==> config.mk <==
export PLATFORM = sky130hd
export DESIGN_NAME = imem_boot_ctrl
export DESIGN_NICKNAME = d
export VERILOG_FILES = /design/src/rtl/imem_boot_ctrl_pkg.sv /design/src/rtl/imem_port_mux.sv /design/src/rtl/imem_boot_ctrl.sv
export SDC_FILE = /design/constraint.sdc
export NUM_CORES = 1
export LEC_CHECK = 0
export CAP_MARGIN = 20
export CORE_MARGIN = 2
export CORE_UTILIZATION = 37
export DETAILED_ROUTE_END_ITERATION = 8
export PLACE_DENSITY = 0.77
export SYNTH_ARGS = -nofsm -noshare
export SYNTH_HDL_FRONTEND = slang
export SYNTH_SLANG_ARGS = --single-unit
==> constraint.sdc <==
create_clock -name clk -period 2.7 [get_ports clk]
set_input_delay 0.675 -clock clk [delete_from_list [all_inputs] [get_ports clk]]
set_output_delay 0.675 -clock clk [all_outputs]
set_load 0.005 [all_outputs]
==> src/rtl/imem_boot_ctrl_pkg.sv <==
// Shared definitions for the instruction-memory boot controller: state
// encoding, address/count widths, the stalled-fetch instruction and lane order.
package imem_boot_ctrl_pkg;

  localparam int ADR_W = 32;
  localparam int CNT_W = 17;

  localparam logic [31:0] NOP_WORD_DEFAULT = 32'h0000_0000;

  // Lane i of a memory word holds the byte at address a+i.
  localparam bit LANE_LITTLE_ENDIAN = 1'b1;

  typedef enum logic [2:0] {
    ST_IDLE = 3'd0,
    ST_LOAD = 3'd1,
    ST_PAD  = 3'd2,
    ST_RUN  = 3'd3,
    ST_ERR  = 3'd4
  } state_t;

  // Reorders a fetched word into the lane order the core decodes.
  function automatic logic [31:0] order_lanes(input logic [31:0] rdata);
    return LANE_LITTLE_ENDIAN ? rdata
                              : {rdata[7:0], rdata[15:8], rdata[23:16], rdata[31:24]};
  endfunction

endpackage

==> src/rtl/imem_port_mux.sv <==
// Selects who owns the single memory port: the loader (stream bytes and pad
// bytes at ptr) or the CPU fetch path (cpu_pc) once the image is running.
module imem_port_mux
  import imem_boot_ctrl_pkg::*;
(
  input  state_t           state,
  input  logic [ADR_W-1:0] ptr,
  input  logic [31:0]      cpu_pc,
  input  logic             hs,
  input  logic             overflow,
  input  logic             start,
  input  logic [7:0]       ld_data,
  output logic [ADR_W-1:0] mem_adr,
  output logic             mem_we,
  output logic [7:0]       mem_wdata
);

  // NOTE: every output gets a default before the case so no path leaves one
  // unassigned; that is what keeps this block free of inferred latches.
  always_comb begin
    mem_adr   = ptr;
    mem_we    = 1'b0;
    mem_wdata = 8'h00;
    case (state)
      ST_LOAD: begin
        mem_we    = hs && !overflow;
        mem_wdata = ld_data;
      end
      // A restart in the same cycle abandons the pad byte along with the image.
      ST_PAD:  mem_we  = !start;
      ST_RUN:  mem_adr = cpu_pc;
      default: ;
    endcase
  end

endmodule

==> src/rtl/imem_boot_ctrl.sv <==
// Boot controller for the MIPS instruction memory: streams an image in over a
// valid/ready byte handshake, pads it to a word boundary, then hands fetch to the CPU.
module imem_boot_ctrl
  import imem_boot_ctrl_pkg::*;
#(
  parameter int unsigned      MEM_BYTES = 65536,
  parameter logic [ADR_W-1:0] BASE_ADR  = '0,
  parameter logic [31:0]      NOP_WORD  = NOP_WORD_DEFAULT
) (
  input  logic             clk,
  input  logic             rst_n,
  input  logic             start,
  input  logic             ld_valid,
  input  logic [7:0]       ld_data,
  input  logic             ld_last,
  output logic             ld_ready,
  input  logic [31:0]      cpu_pc,
  output logic [31:0]      cpu_instr,
  output logic             cpu_stall,
  output logic [ADR_W-1:0] mem_adr,
  output logic             mem_we,
  output logic [7:0]       mem_wdata,
  input  logic [31:0]      mem_rdata,
  output logic             done,
  output logic             err,
  output logic [CNT_W-1:0] byte_cnt
);

  localparam logic [ADR_W-1:0] ADR_MASK = ADR_W'(MEM_BYTES - 1);
  localparam logic [ADR_W-1:0] BASE_PTR = BASE_ADR & ADR_MASK;
  localparam logic [CNT_W-1:0] CNT_FULL = CNT_W'(MEM_BYTES);

  state_t           state, state_nxt;
  logic [ADR_W-1:0] ptr, ptr_nxt, ptr_inc;
  logic [CNT_W-1:0] byte_cnt_nxt;
  logic             err_nxt;
  logic             hs;
  logic             overflow;

  // The pointer wraps at the memory size, so it always equals BASE+byte_cnt mod MEM_BYTES.
  assign ptr_inc  = (ptr + ADR_W'(1)) & ADR_MASK;
  assign ld_ready = (state == ST_LOAD) && !start;
  assign hs       = ld_valid && ld_ready;
  assign overflow = hs && (byte_cnt == CNT_FULL);

  always_comb begin
    state_nxt    = state;
    ptr_nxt      = ptr;
    byte_cnt_nxt = byte_cnt;
    err_nxt      = err;
    if (start) begin
      state_nxt    = ST_LOAD;
      ptr_nxt      = BASE_PTR;
      byte_cnt_nxt = '0;
      err_nxt      = 1'b0;
    end else begin
      case (state)
        ST_LOAD: begin
          if (overflow) begin
            err_nxt   = 1'b1;
            state_nxt = ST_ERR;
          end else if (hs) begin
            ptr_nxt      = ptr_inc;
            byte_cnt_nxt = byte_cnt + CNT_W'(1);
            if (ld_last) state_nxt = (ptr_inc[1:0] == 2'b00) ? ST_RUN : ST_PAD;
          end
        end
        ST_PAD: begin
          ptr_nxt      = ptr_inc;
          byte_cnt_nxt = byte_cnt + CNT_W'(1);
          if (ptr_inc[1:0] == 2'b00) state_nxt = ST_RUN;
        end
        // The misaligned fetch still goes through; it is only flagged.
        ST_RUN:  if (cpu_pc[1:0] != 2'b00) err_nxt = 1'b1;
        ST_IDLE, ST_ERR: ;
        default: state_nxt = ST_IDLE;
      endcase
    end
  end

  // NOTE: state registers use non-blocking assignments so every flop samples
  // the pre-edge values, independent of statement order.
  always_ff @(posedge clk or negedge rst_n) begin
    if (!rst_n) begin
      state    <= ST_IDLE;
      ptr      <= BASE_PTR;
      byte_cnt <= '0;
      err      <= 1'b0;
    end else begin
      state    <= state_nxt;
      ptr      <= ptr_nxt;
      byte_cnt <= byte_cnt_nxt;
      err      <= err_nxt;
    end
  end

  assign done      = (state == ST_RUN);
  assign cpu_stall = !done;
  assign cpu_instr = done ? order_lanes(mem_rdata) : NOP_WORD;

  imem_port_mux u_port_mux (
    .state     (state),
    .ptr       (ptr),
    .cpu_pc    (cpu_pc),
    .hs        (hs),
    .overflow  (overflow),
    .start     (start),
    .ld_data   (ld_data),
    .mem_adr   (mem_adr),
    .mem_we    (mem_we),
    .mem_wdata (mem_wdata)
  );

endmodule

### Word-level counts from Yosys, hierarchy flattened

Index checks and enable logic that the tools add are counted.

* $add $sub $neg: 2
* equality and inequality tests: 13
* mux-type cells: 23
* reduce and logical (&&, ||, !) cells: 16

Operator list (number)
* 32-bit two-way mux: 5
* 32-bit one-hot mux with 2 select lines: 1
* 17-bit two-way mux: 3
* 17-bit one-hot mux with 2 select lines: 1
* 17-bit by 1-bit adder with 17-bit output, second input constant: 1
* 17-bit equality test, second input constant: 1
* 16-bit by 1-bit adder with 16-bit output, second input constant: 1
* 3-bit two-way mux: 5
* 3-bit != test, second input constant: 3
* 3-bit one-hot mux with 3 select lines: 1
* 8-bit two-way mux: 1
* 4-bit by 3-bit != test with 1-bit output, second input constant: 2
* 3-bit by 2-bit equality test with 1-bit output, second input constant: 2
* 3-bit by 2-bit != test with 1-bit output, second input constant: 2
* 3-bit AND reduction: 2
* 3-bit nonzero test: 2
* 1-bit logical AND: 4
* 1-bit two-way mux: 4
* 1-bit one-hot mux with 2 select lines: 2
* 4-bit AND reduction: 1
* 3-bit by 1-bit equality test with 1-bit output, second input constant: 1
* 3-bit equality test, second input constant: 1
* 1-bit logical NOT: 3
* 3-bit logical NOT: 1
* 4 further kinds: 4

* register bits: 53
* input bits: 77
* logic and storage cells: 58

### Longest topological paths before layout

Gate-level depths: netlist of the first run.

* depth in word-level cells: 8
* mapped depth: 9

### Cells and area by module

Synthesis of the first run repeated with hierarchy kept, for this count alone.

* cell total of the unflattened synthesis: 300
* area total of the unflattened synthesis: 2740.1 µm²

By module, submodules not included
* imem_boot_ctrl: instances 1, cells each 252, area an instance 2233.4 µm², seq. area each 925.9 µm²
* imem_port_mux: instances 1, cells each 48, area an instance 506.7 µm², seq. area each 0.0 µm²

### Worst setup path before layout of the first run

OpenSTA, ideal clock, no wires.

* path type: input -> output
* start point: in start
* end point: out mem_we
* data arrival time: 1.442 ns
* required time: 2.025 ns
* setup slack: 0.583 ns
* stages on the path: 3
* buffers on the path: 0
* cells stage by stage: nor4b_4 -> nand2_1 -> o21ai_1

* word-level cells in the longest chain between the ends: 7

Ends and longest elaborated chain
* start, declared: line imem_boot_ctrl.sv:12 `input logic start,`
* 1-bit logical NOT (*): line imem_port_mux.sv:30, imem_boot_ctrl.sv:42
* 1-bit logical AND: line imem_boot_ctrl.sv:42 `assign ld_ready = (state == ST_LOAD) && !start;`
* 1-bit logical AND: line imem_boot_ctrl.sv:43 `assign hs = ld_valid && ld_ready;`
* 1-bit logical AND: line imem_boot_ctrl.sv:44 `assign overflow = hs && (byte_cnt == CNT_FULL);`
* 1-bit logical NOT: line imem_port_mux.sv:26 `mem_we = hs && !overflow;`
* 1-bit logical AND: line imem_port_mux.sv:26
* 1-bit one-hot mux with 2 select lines (*): line imem_port_mux.sv:24 `case (state)`
* end, declared: line imem_boot_ctrl.sv:21 `output logic mem_we,`

Mark *: on every way between the ends. The rest lies on a longest branch, timed or not.

### Worst setup path in the final report of the first run

* start point: reg state[2]
* end point: out cpu_instr[31]

* word-level cells in the longest chain between the ends: 2

Ends and longest elaborated chain
* start, declared: line imem_boot_ctrl.sv:33 `state_t state, state_nxt;`
* start signal, assigned: line imem_boot_ctrl.sv:90 `state <= state_nxt;`
* 3-bit by 2-bit equality test with 1-bit output: line imem_boot_ctrl.sv:97 `assign done = (state == ST_RUN);`
* 32-bit two-way mux: line imem_boot_ctrl.sv:99 `assign cpu_instr = done ? order_lanes(mem_rdata) : NOP_WORD;`
* end, declared: line imem_boot_ctrl.sv:18 `output logic [31:0] cpu_instr,`

No other way between the ends.

==> PnR_summary.wiki, run 1 <==
{| class="wikitable"
! Metric !! Value
|-
| GRT Overall Usage || 0.253
|-
| Final Critical Period || 2660 ps
|-
| Largest incremental delay on the critical path || around 560 ps
|-
| Worst clock skew || between 7 and 8 ps
|-
| Synth top area cells || sky130_fd_sc_hd__dfrtp_1, sky130_fd_sc_hd__and3_1, sky130_fd_sc_hd__nand2_1
|-
| Later-pin clock latency in the skew report || 300 ps
|-
| Die area || between 8000 and 9000 um2
|-
| Port-buffer cells || 170
|-
| Slew margin rel. || 0.623
|-
| Post-route clock period utilization || 0.986
|-
| Post-DR wirelength/cell || ~16 um
|-
| Iteration-0 DRC Markers || 146
|-
| GRT busiest layer || met2
|-
| # clock sinks || 37
|-
| Post-Syn Nets || 428
|-
| Critical Path AT || slightly below 2000 ps
|-
| Final-layout setup total negative slack || 0 ps
|-
| First-pass GRT wire length || 16700 um
|-
| Fraction of final layout cells sized beyond drive strength 1 || 0.0949
|-
| Cts-stage hold buffer count || 0
|-
| Met3 track utilization from global routing || 0.0520
|-
| Post-route antenna net violation count || 0
|-
| Pin count of the biggest net entering global routing || 50
|-
| Total of max-cap violations || 0
|-
| Core region area || 7180 um2
|-
| Placed cell count || 617
|-
| Slew Viols, Final || 0
|-
| Crit-path leading delay family || buffers and inverters
|-
| Buffer levels on the longest clock path || 2
|-
| Area fraction of the dominant cell type after synthesis || 0.340
|-
| Post-synthesis instance area || approximately 2700 um2
|-
| Total area of multi-input combinational cells || between 1500 and 2000 um2
|-
| Cell at the root of the clock tree || sky130_fd_sc_hd__clkbuf_8
|-
| Final Hold Vio Count || 0
|-
| Final Cell Area || 4740 um2
|-
| Met1 GRT Util || 0.351
|-
| RSZ-0062 raised after global routing || true
|-
| Number of setup violations in the final report || 0
|-
| CP Data Required Time || 2030 ps
|-
| Io pins || 171
|-
| Post-detailed-route DRC marker count || 0
|-
| Critical Path, Cell by Cell || nor2b_2 -> buf_8 -> and3_1 -> clkdlybuf4s50_1
|-
| CTS H-tree lvls || 2
|-
| Cell type contributing the most total cell area after synthesis || sky130_fd_sc_hd__dfrtp_1
|-
| Type of the tightest min-delay check || reg -> reg
|-
| Yosys cell types || 47
|-
| Number of CTS-inserted buffers || 5
|-
| Vias in the first global route || 3249
|-
| Detail Placement HPWL || 7810 um
|-
| Worst Setup End Kind || primary output
|-
| Slew @ Worst Pin || 560 ps
|-
| Total number of yosys warnings || 0
|-
| Class of the most critical setup path || reg -> out
|-
| Width of the die || roughly 90 um
|-
| Total via count after detailed routing || roughly 3.3k
|-
| Via-to-Cell Ratio || 5.23
|-
| Leakage dissipation || 2.01 nW
|-
| Flip-flop and latch count after synthesis || 37
|-
| Number of cells produced by synthesis || 348
|-
| Antenna violations before repair || 0
|-
| Fmax achieved || 376 MHz
|-
| Type of element launching the critical path || flip-flop
|-
| Vertical extent of the die || 89.8 um
|-
| Cell Count, Final, Fillers Out || 626
|-
| Met2 usage || 0.403
|-
| Reg clk slew, reported paths || 70 ps
|-
| Total Routed Length || 10200 um
|-
| Post-CTS repair timing setup buffer count || 0
|-
| Layout overhead on the synthesized area || 74.0%
|-
| Sequential share of the synthesized area || 0.340
|-
| Power density relative to cell area || ~620 nW/um2
|-
| N_diodes || 0
|-
| Mapped Avg Cell Area || between 7 and 8 um2
|-
| Flip-flop and latch area || 928 um2
|-
| Effective utilization at floorplan || 0.380
|-
| Outcome || finished clean
|-
| Clock tree from TritonCTS || yes
|-
| Largest fanout of any net on the critical path || 49
|-
| Post-place instance area || 4620 um2
|-
| DRT Pass-1 Iters || 4
|-
| Number of rows created at floorplan || 31
|-
| Worst Path Buf+Inv || 2
|-
| GRT Residual Overflow || 0
|-
| Final net count || 606
|-
| Slowest-stage cell, CP || sky130_fd_sc_hd__clkdlybuf4s50_1
|-
| Routability congestion estimate from global placement || between 0.8 and 0.9
|-
| Worst vdd ir || 0.400 mV
|-
| Filler Cells Inserted || 613
|}
==> cell type report <==
class	instances	area share
timing repair buffer	196	0.403
multi-input combinational	273	0.348
sequential	37	0.196
tap	99	0.0261
clock buffer	6	0.0153
inverter	13	0.0103
clock inverter	2	0.00211
==> cell usage after synthesis (all sizes together) <==
| master | instances |
|---|---|
| clkbuf | 17 |
| a211oi | 6 |
| ha | 3 |
| a22o | 1 |
| inv | 13 |
| o41ai | 1 |
| nor4b | 3 |
| and4 | 3 |
| a311o | 1 |
| or3 | 8 |
| a31oi | 1 |
| nor2b | 3 |
| nor4 | 6 |
| a21oi | 23 |
| buf | 8 |
| a221o | 1 |
| nor2 | 18 |
| o2111a | 1 |
| dfrtp | 37 |
| mux2 | 3 |
| o21ai | 18 |
| xnor2 | 7 |
| nand4 | 7 |
| a21bo | 1 |
| o31ai | 9 |
| or4 | 8 |
| nor3 | 3 |
| nand3b | 2 |
| nand3 | 11 |
| a31o | 1 |
| nand2b | 1 |
| a21o | 3 |
| and4bb | 1 |
| nand2 | 54 |
| and3 | 50 |
| and2 | 12 |
| nor3b | 1 |
| a32oi | 1 |
| o211a | 1 |
==> logic make-up (layout without fill, tap and decap cells) <==
logic type               Yosys count  count (layout)  synth area share
multiplexers                       3               3            0.0124
XOR/XNOR                           7               7            0.0225
AO/OA/AOI/OAI                     69              69             0.160
buffers and inverters             38             217            0.0611
flip-flops                        37              37             0.340
AND/OR/NAND/NOR                  191             191             0.390
adder cells (fa/ha/maj)            3               3            0.0138
==> flip-flops by register name, summed over array words and instances (netlist names) <==
| name | count |
|---|---|
| byte_cnt | 17 |
| err | 1 |
| ptr | 16 |
| state | 3 |
==> final timing paths <==
| check | startpoint | to | slack [ps] | depth (start not counted) |
|---|---|---|---|---|
| max | state[2]$_DFFE_PN0P_ | cpu_instr[31] | 40 | 4 |
| min | err$_DFFE_PN0P_ | err$_DFFE_PN0P_ | 540 | 2 |
| max reg2reg | byte_cnt[3]$_DFFE_PN0P_ | state[0]$_DFFE_PN0P_ | 520 | 6 |
| min reg2reg | err$_DFFE_PN0P_ | err$_DFFE_PN0P_ | 540 | 2 |
| max in group asynchronous | rst_n | state[1]$_DFFE_PN0P_ | 1550 | 2 |
| min in group asynchronous | rst_n | byte_cnt[16]$_DFFE_PN0P_ | 790 | 2 |
==> layout by cell type, fill, tap and decap left out, drive strengths merged, types with 3 or more instances in the layout <==
master and n:
a211oi 6, a21o 3, a21oi 23, and2 12, and3 50, and4 3, buf 26, clkbuf 6
clkdlybuf4s50 168, dfrtp 37, ha 3, inv 13, mux2 3, nand2 54, nand3 11, nand4 7
nor2 18, nor2b 3, nor3 3, nor4 6, nor4b 3, o21ai 18, o31ai 9, or3 8
or4 8, xnor2 7
==> power by group <==
part / leakage (nW) / internal (W) / switching, W
registers: 0.504 / 0.000607 / 0.0000677
clock network: 0.0450 / 0.000179 / 0.000205
logic: 1.46 / 0.00108 / 0.000814
total: 2.01 / 0.00187 / 0.00109
==> repair_timing <==
| action | CTS | global route |
|---|---|---|
| resized for setup | 11 | 6 |
| cloned | 1 | 0 |
| setup endpoints to repair | 27 | 16 |
| pin swaps | 1 | 0 |
==> per-layer routing <==
metal | up-vias | wire length, um
li1 | 1607 | -
met1 | 1539 | 4640
met2 | 120 | 4890
met3 | 10 | 580
met4 | 0 | 92
met5 | - | 0
==> stage by stage <==
| stage | util | hold WS [ps] | worst slack (ps) | power [W] |
|---|---|---|---|---|
| 2_1_floorplan | - | 379 | 583 | 0.00144 |
| 3_3_place_gp | 0.644 | 483 | -218 | 0.00248 |
| 3_5_place_dp | 0.644 | 528 | -267 | 0.00251 |
| 4_1_cts | 0.659 | 545 | 45.3 | 0.00295 |
| 5_1_grt | 0.661 | 570 | -39.8 | 0.00314 |
| 6_report | 0.661 | 541 | 38.3 | 0.00295 |
==> worst min-delay path, delay by kind of cell, from the launching register on <==
| kind | cells | cell delay [ps] |
|---|---|---|
| flops | 1 | 360 |
| simple gates | 1 | 90 |
| compound gates | 1 | 50 |
No activity file was read; power rests on OpenSTA's default activity.
==> inputs of run 2 (changes only) <==
- CORE_UTILIZATION: 37 -> 38
- CTS_BUF_LIST: unset -> sky130_fd_sc_hd__clkbuf_2
- PLACE_DENSITY: 0.77 -> 0.79
==> run 2 against run 1 <==
  * Critical path depth rose by 1
  * Sequential cell count did not move
  * First-iteration DRC count rose by 17%
  * Non-clock buffer count rose by 13
  * Critical endpoint is now cpu_instr[20]
  * Die area fell by 2.5%
  * Via count rose by 2.1%
  * Largest power group unchanged
==> PnR_summary.wiki, run 2 (same netlist as run 1, synthesis figures left out) <==
{| class="wikitable"
! Metric !! Value
|-
| Outcome || finished clean
|-
| Clock tree from TritonCTS || yes
|-
| Final Critical Period || 2660 ps (-0.0207 ps)
|-
| Type of element launching the critical path || flip-flop
|-
| Total Power Consumption || 0.00305 W (+3.2%)
|-
| Fraction of final layout cells sized beyond drive strength 1 || 0.129 (+0.0345)
|-
| Post-route core utilization || 0.716 (+0.0552)
|-
| Worst hold start || err$_DFFE_PN0P_
|-
| CTS H-tree lvls || 2 (unchanged)
|-
| Leakage dissipation || 2.24 nW (+11%)
|-
| Cell at the root of the clock tree || sky130_fd_sc_hd__clkbuf_2
|-
| Layout overhead on the synthesized area || 80.5%
|-
| Number of rows created at floorplan || 30 (-3.2%)
|-
| Leading cell types in the layout, fill and taps excluded || sky130_fd_sc_hd__clkdlybuf4s50_1, sky130_fd_sc_hd__nand2_1, sky130_fd_sc_hd__and3_1, sky130_fd_sc_hd__dfrtp_1, sky130_fd_sc_hd__buf_4
|-
| Later-pin clock latency in the skew report || 390 ps (+90 ps)
|-
| Post-detailed-route DRC marker count || 0 (unchanged)
|-
| Total Routed Length || 10500 um (+2.8%)
|-
| Final net count || 620 (+2.3%)
|-
| Reg clk slew, reported paths || 190 ps (+120 ps)
|-
| Width of the die || 88.7 um (-1.3%)
|-
| Effective utilization at floorplan || 0.397 (+0.0169)
|-
| Slew Viols, Final || 0 (unchanged)
|-
| Vertical extent of the die || 88.7 um (-1.3%)
|-
| Worst clock skew || 8.08 ps (+0.856 ps)
|-
| Buffer levels on the longest clock path || 2 (unchanged)
|-
| RSZ-0062 raised after global routing || true
|-
| Number of flip-flops in the largest register || 17 (unchanged)
|-
| Iteration-0 DRC Markers || 171 (+17%)
|-
| Hold Path Depth || 2 (unchanged)
|-
| Endpoint of the worst-slack reg-to-reg timing path || byte_cnt[8]$_DFFE_PN0P_
|-
| Cts-stage hold buffer count || 0 (unchanged)
|-
| Worst Setup End Kind || primary output
|-
| Number of CTS-inserted buffers || 5 (unchanged)
|-
| Detail Placement HPWL || 7430 um (-4.8%)
|-
| Pin count of the biggest net entering global routing || 50 (unchanged)
|-
| Vias in the first global route || 3021 (-7.0%)
|-
| Most common cell after layout, fill and taps aside || sky130_fd_sc_hd__clkdlybuf4s50_1
|-
| Cell depth of the worst flop-to-flop path || 13 (+7)
|-
| Via-to-Cell Ratio || 5.25 (+0.34%)
|-
| Power density relative to cell area || 619 nW/um2 (-0.53%)
|-
| Die area || 7870 um2 (-2.5%)
|-
| Sink of the worst hold path || err$_DFFE_PN0P_
|-
| Internal reg-to-reg setup slack || 100 ps (-420 ps)
|-
| Core region area || 6870 um2 (-4.3%)
|-
| N_diodes || 0 (unchanged)
|-
| Fmax achieved || 376 MHz (about the same)
|-
| Worst slack at placement || -239 ps (+28.2 ps)
|-
| Slew @ Worst Pin || 518 ps (-42.4 ps)
|-
| CP Data Required Time || 2030 ps (about the same)
|-
| Number of setup violations in the final report || 0 (unchanged)
|-
| GRT Residual Overflow || 0 (unchanged)
|-
| Most flop-heavy register || byte_cnt
|-
| DRT Pass-1 Iters || 5 (+1)
|-
| Total of max-cap violations || 0 (unchanged)
|-
| Antenna violations before repair || 0 (unchanged)
|-
| Largest fanout of any net on the critical path || 25 (-49%)
|-
| Final Hold Vio Count || 0 (unchanged)
|-
| Worst path setup slack after routing || 38.3 ps (+0.0207 ps)
|-
| Port-buffer cells || 170 (unchanged)
|-
| Routability congestion estimate from global placement || 0.887 (+5.2%)
|-
| Origin of the critical flop-to-flop path || state[2]$_DFFE_PN0P_
|-
| Final Cell Area || 4920 um2 (+3.7%)
|-
| # clock sinks || 37 (unchanged)
|-
| Post-place instance area || 4630 um2 (about the same)
|-
| Largest registers in the final layout || byte_cnt: 17 flops, ptr: 16 flops, state: 3 flops
|-
| Post-route clock period utilization || 0.986 (about the same)
|-
| Flip-flop and latch area || 928 um2 (unchanged)
|-
| Worst vdd ir || 0.466 mV (+16%)
|-
| Slew margin rel. || 0.652 (+0.0285)
|-
| Filler Cells Inserted || 560 (-8.6%)
|-
| Post-DR wirelength/cell || 16.5 um (+1.0%)
|-
| Type of the tightest min-delay check || reg -> reg
|-
| Total via count after detailed routing || 3345 (+2.1%)
|-
| GRT Overall Usage || 0.241 (-0.0128)
|-
| Io pins || 171 (unchanged)
|-
| Post-route antenna net violation count || 0 (unchanged)
|-
| Critical Path AT || 1990 ps (about the same)
|-
| First-pass GRT wire length || 15000 um (-10%)
|-
| Class of the most critical setup path || reg -> out
|-
| Total area of multi-input combinational cells || 1700 um2 (+3.3%)
|}
==> run 2: cell count changes in the layout (fill, tap and decap cells not counted), moves of 2 or more <==
cell and change:
sky130_fd_sc_hd__clkdlybuf4s50_1 -9, sky130_fd_sc_hd__dlymetal6s2s_1 +9, sky130_fd_sc_hd__buf_4 +9, sky130_fd_sc_hd__buf_12 +2, sky130_fd_sc_hd__and3_4 +3, sky130_fd_sc_hd__buf_6 +2
sky130_fd_sc_hd__clkbuf_2 +7, sky130_fd_sc_hd__clkbuf_8 -5, sky130_fd_sc_hd__clkinv_2 -2
==> run 2: cell type report <==
| type | instances | area share |
|---|---|---|
| multi-input combinational | 274 | 0.346 |
| sequential | 37 | 0.189 |
| clock buffer | 7 | 0.00712 |
| inverter | 13 | 0.0104 |
| timing repair buffer | 209 | 0.421 |
| tap | 96 | 0.0244 |
| clock inverter | 1 | 0.00153 |
==> run 2: layer usage <==
| metal | vias to the layer above | wire length, um | track usage |
|---|---|---|---|
| li1 | 1645 | - | - |
| met1 | 1547 | 4470 | 0.355 |
| met2 | 144 | 5170 | 0.370 |
| met3 | 9 | 774 | 0.0448 |
| met4 | 0 | 72 | 0.0455 |
| met5 | - | 0 | 0 |
==> run 2: worst max path at each step <==
stage / from / to / slack [ps] / cells past startpoint
floorplan: start / mem_we / 580 / 3
global placement: start / mem_we / -210 / 5
detailed placement: start / mem_we / -240 / 5
CTS: state[2]$_DFFE_PN0P_ / cpu_instr[19] / 0.2 / 4
global route: state[2]$_DFFE_PN0P_ / mem_adr[16] / -20 / 5
finish: state[2]$_DFFE_PN0P_ / cpu_instr[20] / 40 / 5
==> run 2: report_power, final <==
part	switching (W)	internal, W	total [W]	leakage (nW)
sequential	0.0000559	0.000607	0.000663	0.504
clock	0.000199	0.0000717	0.000271	0.0292
combinational	0.000882	0.00123	0.00211	1.70
total	0.00114	0.00191	0.00305	2.24
==> run 2: repair_timing <==
| item | CTS | global route |
|---|---|---|
| resized for setup | 16 | 25 |
| setup buffers | 7 | 4 |
| pin swaps | 3 | 5 |
| cloned | 0 | 3 |
| endpoints found under the setup margin | 73 | 93 |
| hold endpoints to repair | 0 | 0 |
==> run 2: critical path, cell delays in order (launching register included) <==
cell	delay, ps
sky130_fd_sc_hd__dfrtp_2	470
sky130_fd_sc_hd__nor2b_4	130
sky130_fd_sc_hd__buf_4	130
sky130_fd_sc_hd__buf_12	150
sky130_fd_sc_hd__and3_1	190
sky130_fd_sc_hd__clkdlybuf4s50_1	520
==> run 2: metrics by stage <==
stage                     cells  hold slack (ps)  setup TNS, ps
final                       637              531              0
after CTS                   630              537              0
after detailed placement    615              498           -320
after floorplan             348              379              0
after global placement      615              489           -263
after global routing        637              569           -231
